File: config.mk
export PLATFORM = sky130hd
export DESIGN_NAME = lcd_fill_ctrl
export DESIGN_NICKNAME = d
export VERILOG_FILES = /design/src/rtl/lcd_fill_ctrl_pkg.sv /design/src/rtl/lcd_fill_ctrl_handshake.sv /design/src/rtl/lcd_fill_ctrl.sv
export SDC_FILE = /design/constraint.sdc
export NUM_CORES = 1
export LEC_CHECK = 0
export CORE_ASPECT_RATIO = 1.1
export CORE_MARGIN = 3
export CORE_UTILIZATION = 61
export CTS_CLUSTER_DIAMETER = 60
export DETAILED_ROUTE_END_ITERATION = 8
export PLACE_DENSITY = 0.83
export SLEW_MARGIN = 20
export SYNTH_ARGS = -nofsm -noshare
export SYNTH_HDL_FRONTEND = slang
export SYNTH_SLANG_ARGS = --single-unit
export TNS_END_PERCENT = 5
File: constraint.sdc
create_clock -name CLK_100MHz -period 12.5 [get_ports CLK_100MHz]
set_input_delay 1.25 -clock CLK_100MHz [delete_from_list [all_inputs] [get_ports CLK_100MHz]]
set_output_delay 1.25 -clock CLK_100MHz [all_outputs]
set_load 0.01 [all_outputs]
File: src/rtl/lcd_fill_ctrl_pkg.sv
// Shared constants for the LCD rectangle-fill controller: panel command
// bytes, the sequencer and handshake state encodings, and the helper that
// maps a header position to its command/data byte.
package lcd_fill_ctrl_pkg;

    // Panel commands used to open a drawing window and stream pixels
    localparam logic [7:0] CMD_CASET = 8'h2A;
    localparam logic [7:0] CMD_PASET = 8'h2B;
    localparam logic [7:0] CMD_RAMWR = 8'h2C;

    // Fill sequencer states
    localparam logic [2:0] ST_IDLE       = 3'd0;
    localparam logic [2:0] ST_WAIT_READY = 3'd1;
    localparam logic [2:0] ST_ISSUE      = 3'd2;
    localparam logic [2:0] ST_WAIT_ACK   = 3'd3;
    localparam logic [2:0] ST_WAIT_DONE  = 3'd4;
    localparam logic [2:0] ST_FINISH     = 3'd5;

    // Byte handshake phases
    localparam logic [1:0] HS_IDLE = 2'd0;
    localparam logic [1:0] HS_LOAD = 2'd1;
    localparam logic [1:0] HS_WAIT = 2'd2;

    // Header is 11 bytes: CASET + 4, PASET + 4, RAMWR
    localparam logic [3:0] HDR_LAST = 4'd10;

    // Header byte at position idx, returned as {is_cmd, byte}.
    // Coordinates are 9 bits, sent zero-extended to 16 bits, MSB first.
    function automatic logic [8:0] hdr_byte(
        input logic [3:0] idx,
        input logic [8:0] x0,
        input logic [8:0] x1,
        input logic [8:0] y0,
        input logic [8:0] y1
    );
        logic [8:0] w;
        case (idx)
            4'd0:    w = {1'b1, CMD_CASET};
            4'd1:    w = {1'b0, 7'd0, x0[8]};
            4'd2:    w = {1'b0, x0[7:0]};
            4'd3:    w = {1'b0, 7'd0, x1[8]};
            4'd4:    w = {1'b0, x1[7:0]};
            4'd5:    w = {1'b1, CMD_PASET};
            4'd6:    w = {1'b0, 7'd0, y0[8]};
            4'd7:    w = {1'b0, y0[7:0]};
            4'd8:    w = {1'b0, 7'd0, y1[8]};
            4'd9:    w = {1'b0, y1[7:0]};
            4'd10:   w = {1'b1, CMD_RAMWR};
            default: w = '0;
        endcase
        return w;
    endfunction

endpackage

File: src/rtl/lcd_fill_ctrl_handshake.sv
// One-byte LOAD/BUSY handshake towards the LCD byte interface.
// LOAD is held with stable data until BUSY is seen high, so a byte
// interface that samples LOAD only on a slow tick still catches it;
// the transfer completes when BUSY falls again.
module lcd_byte_handshake
    import lcd_fill_ctrl_pkg::*;
(
    input  logic       CLK_100MHz,
    input  logic       RESET,
    input  logic       go,
    input  logic [7:0] byte_in,
    input  logic       is_cmd_in,
    input  logic       lcd_busy,
    output logic       lcd_load,
    output logic [7:0] lcd_data,
    output logic       lcd_is_cmd,
    output logic       ack,
    output logic       done
);

    logic [1:0] phase_q;

    // Strobes are combinational so the sequencer moves on the same edge
    // the handshake changes phase.
    assign ack  = (phase_q == HS_LOAD) && lcd_busy;
    assign done = (phase_q == HS_WAIT) && !lcd_busy;

    // Launch a byte on go, hold LOAD until BUSY, then wait for BUSY to drop
    always_ff @(posedge CLK_100MHz or posedge RESET) begin
        if (RESET) begin
            phase_q    <= HS_IDLE;
            lcd_load   <= 1'b0;
            lcd_data   <= '0;
            lcd_is_cmd <= 1'b0;
        end else begin
            case (phase_q)
                HS_IDLE: begin
                    if (go) begin
                        lcd_data   <= byte_in;
                        lcd_is_cmd <= is_cmd_in;
                        lcd_load   <= 1'b1;
                        phase_q    <= HS_LOAD;
                    end
                end
                HS_LOAD: begin
                    if (lcd_busy) begin
                        lcd_load <= 1'b0;
                        phase_q  <= HS_WAIT;
                    end
                end
                HS_WAIT: begin
                    if (!lcd_busy) begin
                        phase_q <= HS_IDLE;
                    end
                end
                default: begin
                    lcd_load <= 1'b0;
                    phase_q  <= HS_IDLE;
                end
            endcase
        end
    end

endmodule

File: src/rtl/lcd_fill_ctrl.sv
// Rectangle fill controller: validates a window request, sends the
// CASET/PASET/RAMWR header, then streams N = width*height RGB565 pixels
// (hi byte then lo byte) through the byte handshake sub-module.
module lcd_fill_ctrl
    import lcd_fill_ctrl_pkg::*;
#(
    parameter int WIDTH  = 240,
    parameter int HEIGHT = 320
) (
    input  logic        CLK_100MHz,
    input  logic        RESET,
    input  logic        START,
    input  logic [8:0]  X0,
    input  logic [8:0]  X1,
    input  logic [8:0]  Y0,
    input  logic [8:0]  Y1,
    input  logic [15:0] COLOR,
    output logic        BUSY,
    output logic        DONE,
    output logic        ERR,
    output logic        LCD_LOAD,
    output logic        LCD_IS_CMD,
    output logic [7:0]  LCD_DATA,
    input  logic        LCD_BUSY,
    input  logic        LCD_READY
);

    localparam logic [9:0] WIDTH_L  = 10'(WIDTH);
    localparam logic [9:0] HEIGHT_L = 10'(HEIGHT);

    logic [2:0]  state_q;
    logic [8:0]  x0_q, x1_q, y0_q, y1_q;
    logic [15:0] color_q;
    logic [3:0]  hdr_idx_q;
    logic        in_pix_q;
    logic        pix_lo_q;
    logic [16:0] pix_cnt_q;
    logic        calc_q;
    logic        err_q;

    logic        req_bad;
    logic [16:0] span_x, span_y;
    logic [8:0]  hdr_word;
    logic [7:0]  cur_byte;
    logic        cur_is_cmd;
    logic        last_byte;
    logic        hs_go, hs_ack, hs_done;

    assign req_bad = (X1 < X0) || (Y1 < Y0) ||
                     ({1'b0, X1} >= WIDTH_L) || ({1'b0, Y1} >= HEIGHT_L);

    assign span_x = 17'(x1_q - x0_q) + 17'd1;
    assign span_y = 17'(y1_q - y0_q) + 17'd1;

    assign last_byte = in_pix_q && pix_lo_q && (pix_cnt_q == 17'd1);
    assign hs_go     = (state_q == ST_ISSUE) && !LCD_BUSY;

    assign BUSY = (state_q != ST_IDLE);
    assign DONE = (state_q == ST_FINISH);
    assign ERR  = err_q;

    // Select the byte to send: header table first, then colour hi/lo
    always_comb begin
        hdr_word = hdr_byte(hdr_idx_q, x0_q, x1_q, y0_q, y1_q);
        if (in_pix_q) begin
            cur_is_cmd = 1'b0;
            cur_byte   = pix_lo_q ? color_q[7:0] : color_q[15:8];
        end else begin
            cur_is_cmd = hdr_word[8];
            cur_byte   = hdr_word[7:0];
        end
    end

    // Fill sequencer: request capture, pixel count, byte stepping
    always_ff @(posedge CLK_100MHz or posedge RESET) begin
        if (RESET) begin
            state_q   <= ST_IDLE;
            x0_q      <= '0;
            x1_q      <= '0;
            y0_q      <= '0;
            y1_q      <= '0;
            color_q   <= '0;
            hdr_idx_q <= '0;
            in_pix_q  <= 1'b0;
            pix_lo_q  <= 1'b0;
            pix_cnt_q <= '0;
            calc_q    <= 1'b0;
            err_q     <= 1'b0;
        end else begin
            err_q <= 1'b0;
            // Pixel count is formed once, from the latched bounds, the cycle
            // after an accepted START; it is only consumed after the header.
            if (calc_q) begin
                pix_cnt_q <= span_x * span_y;
                calc_q    <= 1'b0;
            end
            case (state_q)
                ST_IDLE: begin
                    if (START) begin
                        if (req_bad) begin
                            err_q <= 1'b1;
                        end else begin
                            x0_q      <= X0;
                            x1_q      <= X1;
                            y0_q      <= Y0;
                            y1_q      <= Y1;
                            color_q   <= COLOR;
                            hdr_idx_q <= '0;
                            in_pix_q  <= 1'b0;
                            pix_lo_q  <= 1'b0;
                            calc_q    <= 1'b1;
                            state_q   <= ST_WAIT_READY;
                        end
                    end
                end
                ST_WAIT_READY: begin
                    if (LCD_READY && !LCD_BUSY) begin
                        state_q <= ST_ISSUE;
                    end
                end
                ST_ISSUE: begin
                    state_q <= LCD_BUSY ? ST_WAIT_READY : ST_WAIT_ACK;
                end
                ST_WAIT_ACK: begin
                    if (hs_ack) begin
                        state_q <= ST_WAIT_DONE;
                    end
                end
                ST_WAIT_DONE: begin
                    if (hs_done) begin
                        if (last_byte) begin
                            state_q <= ST_FINISH;
                        end else begin
                            if (!in_pix_q) begin
                                if (hdr_idx_q == HDR_LAST) begin
                                    in_pix_q <= 1'b1;
                                    pix_lo_q <= 1'b0;
                                end else begin
                                    hdr_idx_q <= hdr_idx_q + 4'd1;
                                end
                            end else if (!pix_lo_q) begin
                                pix_lo_q <= 1'b1;
                            end else begin
                                pix_lo_q  <= 1'b0;
                                pix_cnt_q <= pix_cnt_q - 17'd1;
                            end
                            state_q <= LCD_READY ? ST_ISSUE : ST_WAIT_READY;
                        end
                    end
                end
                ST_FINISH: begin
                    state_q <= ST_IDLE;
                end
                default: begin
                    state_q <= ST_IDLE;
                end
            endcase
        end
    end

    lcd_byte_handshake u_handshake (
        .CLK_100MHz (CLK_100MHz),
        .RESET      (RESET),
        .go         (hs_go),
        .byte_in    (cur_byte),
        .is_cmd_in  (cur_is_cmd),
        .lcd_busy   (LCD_BUSY),
        .lcd_load   (LCD_LOAD),
        .lcd_data   (LCD_DATA),
        .lcd_is_cmd (LCD_IS_CMD),
        .ack        (hs_ack),
        .done       (hs_done)
    );

endmodule

==> impl_metrics.ini, run 1 <==
[outcome]
status = completed

[yosys]
yosys-top-cells-area = dfrtp_1 (24%), fa_1 (18%), ha_1 (11%), inv_1 (7.0%), mux2_2 (4.8%)
yosysWarnings = 0
synth_top_area_share_pct = 23.6
async_flop_share_pct = 100
synth_compound_area_share_pct = 13.9
synthTopCellsByCount = inv_1 (183), dfrtp_1 (92), nand2_1 (92)
synth_mux_area_share_pct = 5.04
ys_seq_elements = 92
synth_cell_types = 67
yosys.area_share.adder_pct = 28.2
synth_top_family_by_area = adder cells
synth-main-ff-cell = dfrtp_1
synth_enable_flop_cells = 0
synth.cell_area_mm2 = 0.00977
synthesis.instances = 1100
seq_area_frac_synth_pct = 23.6
synth_nets = 1326
synth_xor_area_share_pct = 4.77
synth.avg_cell_area_um2 = 8.89
yosysMostFrequentCell = inv_1
yosys.area_share.simple_pct = 15.9
yosys.area.top_type = dfrtp_1

[setup_path]
cp.arrival_ns = 7.83
path_class = reg2reg
critical_path_required_ns = 12.75
critPathMaxFanout = 10
r2r_slack_ns = 4.92
cp-start-kind = flip-flop
reg2reg_depth = 27
regToRegEndpoint = pix_cnt_q[16]
r2r-start = y1_q[0]
cp-end-kind = flip-flop

[clocking]
cts.sink_count = 92
cts_tree = done
cts_resized = 0
holdBufCountCts = 0
clk-insertion-delay-late_ns = 0.36
ctsRootBufferMaster = clkbuf_16
htreeDepth = 3
cts_made_buffers = 9
path_clk_slew_ns = 0.08
cts_buffer_depth = 2
postCtsSetupBuffers = 0

[global_route]
grt_pass1_wl_um = 38400
globalRouteOverflowTotal = 0
first_global_vias = 8005
grtUsageTotal_pct = 26.5
antenna_found_initial = 0
grt_max_degree = 61

[run]
maxCapViolCount = 0

[die]
start_util_pct = 63.7
dieArea_mm2 = 0.0176
die_y_um = 139
core_area_mm2 = 0.0153
ios = 70
die_x_um = 127
rows = 47

[placed_design]
gp_congestion = 0.955
placement.io_buffers = 69
place.detailed.hpwl_um = 17800

[finish]
drive_above_1_share_pct = 6.78
nNetsFinal = 1372
post-route-util_pct = 71.1
fillers = 1177
area_growth_pct = 11.7
antenna_cells = 0

[timing]
fin_crit_ns = 7.58
relSlewSlack_pct = 28.2
skew_ns = 0.0114
max_freq_ghz = 0.132
hold_viol = 0
rsz0062_at_grt = false
drv_slew = 0
fin_setup_tns_ns = 0
timing.final.crit_share_pct = 60.7
finalSetupViolCount = 0
max_slew.worst_pin.slew_ns = 1.07

[min_path]
holdPathEnd = pix_cnt_q[5]
worstHoldStart = pix_cnt_q[5]
hold_path.class = reg2reg
worstHoldPathCells = 1

[detailed_routing]
vias = 7955
ant_nets = 0
via_per_inst = 5.91
drtIter0Drc = 487
drc_errors = 0
wl_per_cell_um = 16.8
wl_um = 22600
dr.pass1.iters = 6
-- per-stage QoR --
| stage | hold slack [ns] | cells | worst slack [ns] | instance area [um^2] |
|---|---|---|---|---|
| 2_1_floorplan | 0.443 | 1100 | 5.51 | 9770 |
| 3_3_place_gp | 0.457 | 1331 | 5.16 | 10600 |
| 3_5_place_dp | 0.475 | 1331 | 4.99 | 10600 |
| 4_1_cts | 0.493 | 1347 | 4.96 | 10900 |
| 5_1_grt | 0.511 | 1347 | 4.52 | 10900 |
| 6_report | 0.485 | 1347 | 4.92 | 10900 |
-- worst max path at each step --
stage | start | end | cells past startpoint
after floorplan | y1_q[0] | pix_cnt_q[16] | 27
after global placement | y1_q[0] | pix_cnt_q[16] | 27
after detailed placement | y1_q[0] | pix_cnt_q[16] | 27
after CTS | y1_q[0] | pix_cnt_q[16] | 27
after global routing | y1_q[0] | pix_cnt_q[16] | 27
final | y1_q[0] | pix_cnt_q[16] | 27
-- final cells by class --
type / instances / area, um^2 / share of cell area, %
clock buffer: 9 / 225 / 2.06
clock inverter: 7 / 86.3 / 0.791
timing repair buffer: 74 / 728 / 6.67
sequential: 92 / 2300 / 21.1
tap: 196 / 245 / 2.25
inverter: 185 / 696 / 6.37
multi-input combinational: 784 / 6630 / 60.8
-- state kept, by name, indices dropped and copies added (netlist names) --
name / cells
x0_q: 9
u_handshake.lcd_load: 1
u_handshake.lcd_is_cmd: 1
pix_cnt_q: 17
y1_q: 9
y0_q: 9
in_pix_q: 1
pix_lo_q: 1
color_q: 16
u_handshake.lcd_data: 8
x1_q: 9
u_handshake.phase_q: 2
state_q: 3
calc_q: 1
hdr_idx_q: 4
ERR: 1
-- worst max-delay path, cell delays in order, from the launching register on --
cell and delay (ns):
dfrtp_1 0.40, inv_1 0.06, ha_1 0.16, inv_1 0.05, fa_1 0.39, a21o_1 0.21, a221oi_2 0.32, xor2_2 0.32
nand4b_1 0.19, nor2_1 0.07, xnor2_1 0.68, nand2_1 0.17, fa_1 0.54, fa_1 0.49, inv_1 0.05, fa_1 0.50
fa_1 0.54, inv_1 0.05, fa_1 0.52, inv_1 0.04, ha_1 0.33, a21oi_1 0.18, a21oi_1 0.11, o31a_1 0.30
o21ai_0 0.16, nand2b_1 0.07, xnor3_1 0.35, a21o_1 0.18
-- cells by family after synthesis --
| kind of cell | count (synthesis) |
|---|---|
| AO/OA/AOI/OAI | 209 |
| XOR/XNOR | 49 |
| adder cells (fa/ha/maj) | 169 |
| buffers and inverters | 224 |
| flip-flops | 92 |
| multiplexers | 44 |
| AND/OR/NAND/NOR | 313 |
-- layout by cell type (no fill, tap or decap), types with 13 or more instances in the layout --
cell               n
fa_1              86
nand2_1           92
a21oi_1           42
dfrtp_1           92
nor3_1            21
nand3_1           16
mux2_2            42
nand2b_1          21
xnor2_1           33
inv_1            182
a22oi_1           14
a21o_1            17
o21ai_0           63
clkdlybuf4s50_1   69
and2_1            27
nor2b_1           17
ha_1              83
nor2_1            67
xor2_1            13
-- layer usage --
| metal | wire (um) | global-route usage (%) |
|---|---|---|
| met5 | 0 | 0 |
| met4 | 897 | 10.1 |
| met3 | 1190 | 3.47 |
| met2 | 11200 | 45.9 |
| met1 | 9300 | 33.8 |
Power of run 1 is left out: the tool's default activity adds up to more than one toggle a clock period on the data nets, which glitch-free logic cannot reach.
==> inputs of run 2 (changes only) <==
==> constraint.sdc (replaced) <==
create_clock -name CLK_100MHz -period 7.5 [get_ports CLK_100MHz]
set_input_delay 0.75 -clock CLK_100MHz [delete_from_list [all_inputs] [get_ports CLK_100MHz]]
set_output_delay 0.75 -clock CLK_100MHz [all_outputs]
set_load 0.01 [all_outputs]
==> impl_metrics.ini, run 2 (same netlist as run 1, synthesis figures left out) <==
[detailed_routing]
via_per_inst = 5.92
ant_nets = 0
wl_per_cell_um = 17.2
drc_errors = 0
drtIter0Drc = 510
dr.pass1.iters = 5
wl_um = 23600
vias = 8111

[finish]
seqCellArea_mm2 = 0.00230
final_common_cell = inv_1
area_growth_pct = 15.5
drive_above_1_share_pct = 10.5
antenna_cells = 0
reg_top3 = pix_cnt_q x17, color_q x16
regMostFlops = pix_cnt_q
final_cell_mix = inv_1 (182), dfrtp_1 (92), nand2_1 (91), fa_1 (86), ha_1 (80)
multi_input_area_mm2 = 0.00683
nNetsFinal = 1396
fillers = 1116
largest_register_ffs = 17

[die]
ios = 70
start_util_pct = 63.7
die_x_um = 127
die_y_um = 139
core_area_mm2 = 0.0153
dieArea_mm2 = 0.0176
rows = 47

[clocking]
cts_buffer_depth = 2
htreeDepth = 3
clk-insertion-delay-late_ns = 0.36
path_clk_slew_ns = 0.08
cts.sink_count = 92
holdBufCountCts = 0
ctsRootBufferMaster = clkbuf_16
cts_made_buffers = 9
cts_tree = done

[placed_design]
placement.io_buffers = 69
gp_congestion = 0.937
place.detailed.hpwl_um = 18300

[global_route]
met1_usage_pct = 34.2
globalRouteOverflowTotal = 0
grt_pass1_wl_um = 38500
met3_usage_pct = 3.43
first_global_vias = 8066
busiest_layer = met2
grtUsageMet2_pct = 45.9
grtUsageTotal_pct = 26.7
antenna_found_initial = 0
grt_max_degree = 61

[setup_path]
cp_num_buf_inv = 7
cp-start-kind = flip-flop
critical-path-top-delay-family = adder cells
critical_path_required_ns = 7.75
path_class = reg2reg
critPathMaxFanout = 7
cp-end-kind = flip-flop
cp.arrival_ns = 7.45
slowest_delay_ns = 0.54
critical-path-slowest-cell = fa_1

[timing]
hold_viol = 0
finalSetupViolCount = 0
fin_setup_tns_ns = 0
drv_slew = 0
relSlewSlack_pct = 42.0
skew_ns = 0.0128
max_freq_ghz = 0.139
max_slew.worst_pin.slew_ns = 0.867
timing.final.crit_share_pct = 95.9
timing.hold.ws_ns = 0.496
fin_crit_ns = 7.20

[run]
maxCapViolCount = 0

[min_path]
hold_path.class = reg2reg

[outcome]
status = completed
## run 2: changes by cell type in the layout (fill, tap and decap cells not counted), moves of 2 or more
cell,delta
buf_4,+24
xor2_1,-2
xnor2_1,-8
xnor2_4,+2
xnor2_2,+6
xor2_2,+2
ha_1,-3
a21oi_1,-3
inv_6,-2
a21oi_2,+3
ha_4,+3
## run 2: stage by stage
stage	area, um^2	setup WS [ns]	util, %	cells
3_3_place_gp	10700	0.273	69.9	1348
5_1_grt	11300	-0.0514	73.5	1371
4_1_cts	11000	0.0139	71.9	1364
6_report	11300	0.305	73.5	1371
3_5_place_dp	10700	0.0124	69.9	1348
2_1_floorplan	9770	0.506	-	1100
## run 2: timing repair
action	4_1_cts	5_1_grt
buffers inserted	0	7
endpoints found under the setup margin	0	4
gates resized for setup	0	28
## run 2: routing by layer
layer / vias to the layer above / share of wire [%]
met5: - / 0
met4: 0 / 3.8
met3: 72 / 5.6
met2: 356 / 50
met1: 3906 / 40
li1: 3777 / -
## run 2: path summary, 6_finish.rpt
path | cells after the start | startpoint | to | slack, ns
min reg2reg | 1 | pix_cnt_q[5] | pix_cnt_q[5] | 0.50
min in group asynchronous | 2 | RESET | u_handshake.phase_q[1] | 0.75
min | 1 | pix_cnt_q[5] | pix_cnt_q[5] | 0.50
max in group asynchronous | 3 | RESET | y0_q[2] | 5.59
max reg2reg | 29 | y1_q[0] | pix_cnt_q[16] | 0.30
max | 29 | y1_q[0] | pix_cnt_q[16] | 0.30
## run 2: layout make-up
type / count / share of cell area [%]
Multi-Input combinational cell: 784 / 60.5
Sequential cell: 92 / 20.4
Timing Repair Buffer: 98 / 8.05
Inverter: 185 / 6.16
Tap cell: 196 / 2.17
Clock buffer: 9 / 2.00
Clock inverter: 7 / 0.710
Power of run 2 is left out for the same reason.
